===== src/rtl/regbank_pkg.sv =====
// Shared definitions for the 8085 register bank: pair-op encodings,
// sweep state machine states and width helpers.
package regbank_pkg;

  typedef enum logic [1:0] {
    PR_NONE = 2'b00,
    PR_WR   = 2'b01,
    PR_INC  = 2'b10,
    PR_DEC  = 2'b11
  } pr_op_e;

  typedef enum logic {
    ST_CLEAR = 1'b0,
    ST_IDLE  = 1'b1
  } state_e;

  // Byte address width; a two-entry bank still needs one address bit
  function automatic int addr_width(input int n);
    return (n <= 2) ? 1 : $clog2(n);
  endfunction

  // Pair address width; never narrower than one bit
  function automatic int pair_width(input int aw);
    return (aw > 1) ? aw - 1 : 1;
  endfunction

endpackage


===== src/rtl/regbank_pair_alu.sv =====
// Combinational 16-bit (2*DATA_W) increment/decrement unit for register pairs.
module regbank_pair_alu
  import regbank_pkg::*;
#(
  parameter int DATA_W = 8
) (
  input  pr_op_e              i_op,
  input  logic [2*DATA_W-1:0] i_pair,
  output logic [2*DATA_W-1:0] o_pair
);

  // Wrap-around inc/dec; any other op passes the pair through unchanged
  always_comb begin
    o_pair = i_pair;
    case (i_op)
      PR_INC:  o_pair = i_pair + (2*DATA_W)'(1);
      PR_DEC:  o_pair = i_pair - (2*DATA_W)'(1);
      default: o_pair = i_pair;
    endcase
  end

endmodule


===== src/rtl/regbank_multi.sv =====
// Multi-port register bank with byte write port, register-pair port and a
// post-reset clear sweep. Storage has no per-entry reset; the sweep zeroes it.
// Optional macro REGBANK_BYPASS_EN forwards same-cycle byte/pair write data to
// the read ports; without it reads always show stored contents.
module regbank_multi
  import regbank_pkg::*;
#(
  parameter  int DATA_W   = 8,
  parameter  int NUM_REGS = 8,
  parameter  int NUM_RD   = 2,
  localparam int ADDR_W   = addr_width(NUM_REGS),
  localparam int PAIR_W   = pair_width(ADDR_W)
) (
  input  logic                       i_clk,
  input  logic                       i_rst_n,
  input  logic [NUM_RD*ADDR_W-1:0]   i_rd_addr,
  output logic [NUM_RD*DATA_W-1:0]   o_rd_data,
  input  logic                       i_wr_en,
  input  logic [ADDR_W-1:0]          i_wr_addr,
  input  logic [DATA_W-1:0]          i_wr_data,
  input  logic [1:0]                 i_pr_op,
  input  logic [PAIR_W-1:0]          i_pr_addr,
  input  logic [2*DATA_W-1:0]        i_pr_wdata,
  output logic [2*DATA_W-1:0]        o_pr_data,
  output logic                       o_busy,
  output logic [DATA_W-1:0]          o_dbg0,
  output logic [DATA_W-1:0]          o_dbg1
);

  localparam logic [ADDR_W:0]   L_NUM_REGS = (ADDR_W+1)'(NUM_REGS);
  localparam logic [ADDR_W-1:0] L_LAST     = ADDR_W'(NUM_REGS - 1);

  state_e              r_state;
  state_e              w_stateNext;
  logic [ADDR_W-1:0]   r_clrPtr;
  logic [ADDR_W-1:0]   w_clrPtrNext;
  logic                w_busy;
  logic [DATA_W-1:0]   r_regs [NUM_REGS];

  pr_op_e              w_prOp;
  logic [ADDR_W-1:0]   w_pairHi;
  logic [ADDR_W-1:0]   w_pairLo;
  logic                w_pairInRange;
  logic                w_wrInRange;
  logic                w_byteWe;
  logic                w_pairWe;
  logic [2*DATA_W-1:0] w_pairStored;
  logic [2*DATA_W-1:0] w_pairAlu;
  logic [2*DATA_W-1:0] w_pairNew;

  assign w_prOp        = pr_op_e'(i_pr_op);
  assign w_pairHi      = ADDR_W'({i_pr_addr, 1'b0});
  assign w_pairLo      = w_pairHi | ADDR_W'(1);
  assign w_pairInRange = ({1'b0, w_pairLo} < L_NUM_REGS);
  assign w_wrInRange   = ({1'b0, i_wr_addr} < L_NUM_REGS);
  assign w_byteWe      = !w_busy && i_wr_en && w_wrInRange;
  assign w_pairWe      = !w_busy && (w_prOp != PR_NONE) && w_pairInRange;
  assign w_pairStored  = {r_regs[w_pairHi], r_regs[w_pairLo]};
  assign w_pairNew     = (w_prOp == PR_WR) ? i_pr_wdata : w_pairAlu;

`ifdef REGBANK_BYPASS_EN
  logic w_pairWr;
  logic w_byteFwd;
  assign w_pairWr  = w_pairWe && (w_prOp == PR_WR);
  assign w_byteFwd = w_byteWe && !(w_pairWe && (i_wr_addr == w_pairHi || i_wr_addr == w_pairLo));
`endif

  regbank_pair_alu #(.DATA_W(DATA_W)) u_pairAlu (
    .i_op   (w_prOp),
    .i_pair (w_pairStored),
    .o_pair (w_pairAlu)
  );

  // Sweep state register; reset restarts the sweep from entry 0
  always_ff @(posedge i_clk) begin
    if (!i_rst_n) begin
      r_state  <= ST_CLEAR;
      r_clrPtr <= '0;
    end else begin
      r_state  <= w_stateNext;
      r_clrPtr <= w_clrPtrNext;
    end
  end

  // Sweep next-state: walk every entry once, then go idle and drop busy
  always_comb begin
    w_stateNext  = r_state;
    w_clrPtrNext = r_clrPtr;
    w_busy       = 1'b0;
    case (r_state)
      ST_CLEAR: begin
        w_busy       = 1'b1;
        w_clrPtrNext = r_clrPtr + ADDR_W'(1);
        if (r_clrPtr == L_LAST) begin
          w_stateNext  = ST_IDLE;
          w_clrPtrNext = '0;
        end
      end
      default: w_stateNext = r_state;
    endcase
  end

  // Storage writes; the pair update comes last so it wins a byte collision
  always_ff @(posedge i_clk) begin
    if (i_rst_n) begin
      if (w_busy) begin
        r_regs[r_clrPtr] <= '0;
      end else begin
        if (w_byteWe)
          r_regs[i_wr_addr] <= i_wr_data;
        if (w_pairWe) begin
          r_regs[w_pairHi] <= w_pairNew[2*DATA_W-1:DATA_W];
          r_regs[w_pairLo] <= w_pairNew[DATA_W-1:0];
        end
      end
    end
  end

  // One byte view shared by the read ports and the pair read port
  function automatic logic [DATA_W-1:0] f_readByte(input logic [ADDR_W-1:0] a);
    logic [DATA_W-1:0] v;
    v = '0;
    if (!w_busy && ({1'b0, a} < L_NUM_REGS)) begin
      v = r_regs[a];
`ifdef REGBANK_BYPASS_EN
      if (w_pairWr && a == w_pairHi)
        v = i_pr_wdata[2*DATA_W-1:DATA_W];
      else if (w_pairWr && a == w_pairLo)
        v = i_pr_wdata[DATA_W-1:0];
      else if (w_byteFwd && a == i_wr_addr)
        v = i_wr_data;
`endif
    end
    return v;
  endfunction

  // Asynchronous byte read ports
  always_comb begin
    o_rd_data = '0;
    for (int k = 0; k < NUM_RD; k++)
      o_rd_data[k*DATA_W +: DATA_W] = f_readByte(i_rd_addr[k*ADDR_W +: ADDR_W]);
  end

  // Asynchronous pair read; inc/dec results only appear after the edge
  always_comb begin
    o_pr_data = '0;
    if (w_pairInRange)
      o_pr_data = {f_readByte(w_pairHi), f_readByte(w_pairLo)};
  end

  assign o_busy = w_busy;
  assign o_dbg0 = w_busy ? '0 : r_regs[0];
  assign o_dbg1 = w_busy ? '0 : r_regs[1];

endmodule

===== config.mk =====
export PLATFORM = sky130hd
export DESIGN_NAME = regbank_multi
export DESIGN_NICKNAME = d
export VERILOG_FILES = /design/src/rtl/regbank_pkg.sv /design/src/rtl/regbank_pair_alu.sv /design/src/rtl/regbank_multi.sv
export SDC_FILE = /design/constraint.sdc
export NUM_CORES = 1
export LEC_CHECK = 0
export ABC_AREA = 1
export CORE_MARGIN = 1
export CORE_UTILIZATION = 32
export CTS_BUF_LIST = sky130_fd_sc_hd__clkbuf_16
export CTS_CLUSTER_SIZE = 25
export DETAILED_ROUTE_END_ITERATION = 6
export PLACE_DENSITY = 0.59
export SKIP_LAST_GASP = 1
export SYNTH_ARGS = -nofsm -noshare
export SYNTH_HDL_FRONTEND = slang
export SYNTH_SLANG_ARGS = --single-unit

===== constraint.sdc =====
create_clock -name i_clk -period 3.7 [get_ports i_clk]
set_input_delay 0.555 -clock i_clk [delete_from_list [all_inputs] [get_ports i_clk]]
set_output_delay 0.555 -clock i_clk [all_outputs]
set_load 0.01 [all_outputs]

* Word-level counts from Yosys, hierarchy flattened
Memory sizes are Yosys's and may differ from the RTL's.
Index checks and enable logic that the tools add are counted.
** Storage, ports and cells
- Register bits :: 4
- Memory bits (writable) :: 64
- Word-level logic and storage cells :: 39
- Memories :: 1
** Memories
- r_regs :: words 8, width 8, rd ports 6, clocked after memory_dff 0, wr ports 3, line regbank_multi.sv:38 : logic [DATA_W-1:0] r_regs [NUM_REGS];
** Cells by class
- Add/subtract/negate cells :: 3
- Equality and inequality tests :: 4
- Multiplexer cells :: 25
- Reduce and logical (&&, ||, !) cells :: 4
** Operators by type and width (count)
- $mux W8 :: 7
- $pmux W16 S2 :: 1
- $add A16 B1 Y16 const B :: 1
- $mux W16 :: 1
- $sub A16 B1 Y16 const B :: 1
- $mux W1 :: 14
- $reduce_or A8 Y1 :: 1
- $mux W3 :: 2
- $eq A2 B2 Y1 const B :: 2
- $add A3 B1 Y3 const B :: 1
- $eq A3 B3 Y1 const B :: 1
- $eq A2 B1 Y1 const B :: 1
- $logic_and A1 B1 Y1 :: 2
- $reduce_bool A2 Y1 :: 1

* Longest topological paths before layout
- Word-level depth :: 7
- Gate-level depth with buffers :: 23
- Gate-level depth less buffers :: 22

* By module
From an unflattened synthesis, not the netlist that was laid out.
** Second synthesis, totals
- Cells, all modules :: 1137
- Area total of the unflattened synthesis :: 6556.3 um^2
** Modules (own cells, without submodules)
- regbank_multi :: instances 1, cells an instance 890, area each 5425.2 um^2, seq. area each 2001.9 um^2
- regbank_pair_alu :: instances 1, cells an instance 247, area each 1131.1 um^2, seq. area each 0.0 um^2

* Worst setup path after synthesis
No wires, ideal clock.
- Kind :: input port to flip-flop
- Start point :: input port i_pr_addr[1]
- End point :: memory r_regs[4][6] (data pin)
- Arrival :: 2.899 ns
- Data required time :: 3.448 ns
- Path slack :: 0.549 ns
- Stages :: 19
- Path buffers :: 1
- Cells stage by stage :: buf_6 inv_6 nor2_1 inv_1 o21ai_0 a221oi_2 fa_1 inv_1 a31oi_1 o21ai_0 nand3_2 nor2_1 nand2_1 nand3_1 nand3_1 nand3_1 nand2_2 nand2_1 nand2_1
** RTL lines
- start: declaration :: line regbank_multi.sv:22 : input logic [PAIR_W-1:0] i_pr_addr,
- end: declaration :: line regbank_multi.sv:38

==> summary.json <==
{
  "commonest_non_fill_non_tap_cell_in_the_layout": "sky130_fd_sc_hd__nand2_1",
  "clk_root_buffer_cell": "sky130_fd_sc_hd__clkbuf_16",
  "finalNonFillerCells": 1233,
  "route.detailed.wl_per_inst_microns": 18.1,
  "fmax_mhz": 293,
  "run_status": "finished, final reports clean",
  "timing.reg2reg.worst_path_depth": 13,
  "crit_path_end": "r_regs[1][4]",
  "timing.final.crit_period_ns": 3.42,
  "timing.critical_path.from": "i_pr_addr[0]",
  "viasPerCell": 5.28,
  "criticalPathCategory": "input port to flip-flop",
  "design.die.area_sq_um": 19000,
  "cts_inserted_buffers": 9,
  "ir_worst_vdd_uv": 171,
  "power.leakage_nw": 3.54,
  "via_count": 6513,
  "die_height_microns": 138,
  "max_cap_viol_count": 0,
  "path_cells": "clkdlybuf4s50_1, buf_4, inv_2, nand2_4, o22ai_1, a21oi_1, o21a_1, inv_1, ha_1, a21o_1, a31oi_1, buf_4, xor2_1, nor2_1, a221oi_2, o21ai_0",
  "synth.top_cell.area_share_pct": 32.6,
  "cts_num_sinks": 68,
  "critPathCaptureType": "flip-flop",
  "commonest_cells_after_routing_fill_and_taps_aside": "233 x sky130_fd_sc_hd__nand2_1, 129 x sky130_fd_sc_hd__o21ai_0, 104 x sky130_fd_sc_hd__inv_1",
  "dieWidth_microns": 138,
  "routabilityCongestion": 0.963,
  "number_of_hold_repair_buffers_added_at_the_cts_stage": 0,
  "detailedRoute.firstPassIterationCount": 5,
  "mappedNetlistNets": 918,
  "synth_cell_type_count": 40,
  "grtUsageTotal_pct": 24.1,
  "row_count": 49,
  "r2r-start": "r_regs[1][3]",
  "detail_route.iter0.violations": 666,
  "cts.path.max_buffers": 2,
  "portBuffers": 88,
  "dpl.hpwl_mm": 18.0,
  "final.fill_count": 1908,
  "fin_tns_setup_ns": 0,
  "floorplan.io_pins": 89,
  "yosysWarningCount": 0,
  "power_per_cell_area_nw_per_um2": 303,
  "critical_path_depth": 16,
  "placeableCoreArea_sq_um": 18000,
  "mappedNetlistArea_sq_um": 5900,
  "power.total_mw": 2.35,
  "critPathBufInv": 5,
  "final_hold_viol_count": 0,
  "synth_area_per_cell_sq_um": 6.82,
  "final_core_utilization_pct": 43.1,
  "synth.area.top_cells": "sky130_fd_sc_hd__edfxtp_1 33%, sky130_fd_sc_hd__nand2_1 15%, sky130_fd_sc_hd__o21ai_0 11%, sky130_fd_sc_hd__inv_1 6.6%, sky130_fd_sc_hd__a21oi_1 5.2%",
  "finish.net_count": 1051,
  "reg2reg_to": "r_regs[1][4]",
  "timing.max_slew.rel_slack_pct": 61.1,
  "hold_path_class": "flip-flop to flip-flop",
  "finalCritPeriodShare_pct": 92.4,
  "worst-slew-pin-transition_ns": 0.581,
  "largest_net_degree_at_the_start_of_global_routing": 40,
  "drc": 0,
  "clk_pin_slew_worst_paths_ns": 0.06,
  "layout-drive-gt1-share_pct": 15.6,
  "antenna_cells_inserted": 0,
  "critical_path.max_fanout": 7,
  "flow.area_growth_from_synthesis_pct": 31.5,
  "synth.ff_latch_count": 68,
  "total_routed_length_mm": 22.3,
  "crit_path_frequent_cell": "sky130_fd_sc_hd__buf_4",
  "vias_in_the_first_global_route": 5858,
  "layout.cell_area.non_filler_sq_um": 7760,
  "grt_pass1_wl_mm": 33.5,
  "starting_density_pct": 32.8,
  "path_delay_family": "compound AO/OA/AOI/OAI gates",
  "globalRoute.totalOverflow": 0,
  "worstPathArrival_ns": 3.46,
  "rrSetupSlack_ns": 0.70,
  "netlist_instances": 866,
  "antenna_found_initial": 0,
  "seq_area_frac_synth_pct": 33.9,
  "grt_setup_unrepaired": "no",
  "clock-skew-final_ns": 0.00760,
  "startpoint_type": "input port",
  "final_max_slew_viol_count": 0,
  "setup_viol_count_final": 0,
  "postRouteAntennaNets": 0,
  "yosysTopAreaCell": "sky130_fd_sc_hd__edfxtp_1",
  "critical_path.slowest_cell": "sky130_fd_sc_hd__clkdlybuf4s50_1",
  "cts_htree_levels": 3,
  "placed_cells": 1216,
  "cpPeakStageDelay_ns": 0.46,
  "clock_tree_from_tritoncts": "done",
  "placed_area_sq_um": 7440,
  "timing.critical_path.required_ns": 3.74,
  "clock_latency_ns": 0.33
}
-- repair_timing --
action,in CTS,in global routing
gates resized for setup,0,3
buffers inserted,0,1
endpoints found under the setup margin,0,23
-- kinds of logic (layout without fill, tap and decap cells) --
| logic type | Yosys count | count (layout) | share of synthesized area, % |
|---|---|---|---|
| AO/OA/AOI/OAI | 274 | 274 | 26.4 |
| XOR/XNOR | 2 | 2 | 0.297 |
| adder cells (fa/ha/maj) | 12 | 12 | 2.67 |
| buffers and inverters | 152 | 290 | 10.2 |
| flip-flops | 68 | 68 | 33.9 |
| AND/OR/NAND/NOR | 358 | 358 | 26.6 |
-- cell usage after synthesis (all sizes together) --
master / count
a22oi: 11
nand3: 22
a31oi: 20
buf: 4
xor2: 1
o211ai: 14
inv: 113
o21a: 6
o21ai: 146
ha: 11
nor3: 4
nand4: 3
nand2: 266
fa: 1
dfxtp: 4
o22ai: 3
or2: 1
edfxtp: 64
clkbuf: 35
xnor2: 1
a21boi: 2
a21oi: 61
nor2: 61
a221oi: 8
o21bai: 1
a21o: 1
a211oi: 1
nand3b: 1
-- power by group --
group	internal [mW]	switching [mW]
Combinational	0.224	0.344
Clock	0.581	0.313
Sequential	0.862	0.0274
-- state kept, by name (all words and copies together) (netlist names) --
signal,cells
r_clrPtr,3
r_state,1
r_regs,64
-- worst min-delay path by stage --
stage                startpoint          end  slack, ns  cells past startpoint
CTS                 r_clrPtr[2]  r_clrPtr[2]       0.48                      2
finish              r_clrPtr[2]  r_clrPtr[2]       0.47                      2
global placement    r_clrPtr[2]  r_clrPtr[2]       0.46                      2
global route        r_clrPtr[1]  r_clrPtr[1]       0.50                      2
detailed placement  r_clrPtr[2]  r_clrPtr[2]       0.47                      2
floorplan           r_clrPtr[2]  r_clrPtr[2]       0.45                      2
-- per-layer routing --
layer | part of all wire [%] | GRT usage (%) | wire length [microns]
met4 | 2.3 | 6.94 | 512
met1 | 44 | 33.2 | 9810
met3 | 7.5 | 3.35 | 1680
met2 | 46 | 39.2 | 10300
met5 | 0 | 0 | 0
-- worst min-delay path, stage by stage (launching register included) --
cell	delay, ns
sky130_fd_sc_hd__dfxtp_1	0.31
sky130_fd_sc_hd__inv_1	0.06
sky130_fd_sc_hd__a21oi_1	0.05
-- final cells by class --
cell class                      count  area (sq um)  share of cell area (%)
Multi-Input combinational cell    646          3310                    42.6
Timing Repair Buffer              161          1430                    18.4
Clock buffer                        9           225                    2.90
Clock inverter                      7          82.6                    1.06
Sequential cell                    68          2000                    25.8
Tap cell                          229           287                    3.69
Inverter                          113           429                    5.53
-- through the flow --
step | worst slack [ns] | hold WS (ns)
after detailed placement | -0.128 | 0.468
after CTS | 0.139 | 0.476
after global routing | 0.0432 | 0.504
after global placement | -0.115 | 0.465
final | 0.281 | 0.473
after floorplan | 0.549 | 0.448
No activity file was read; power rests on OpenSTA's default activity.
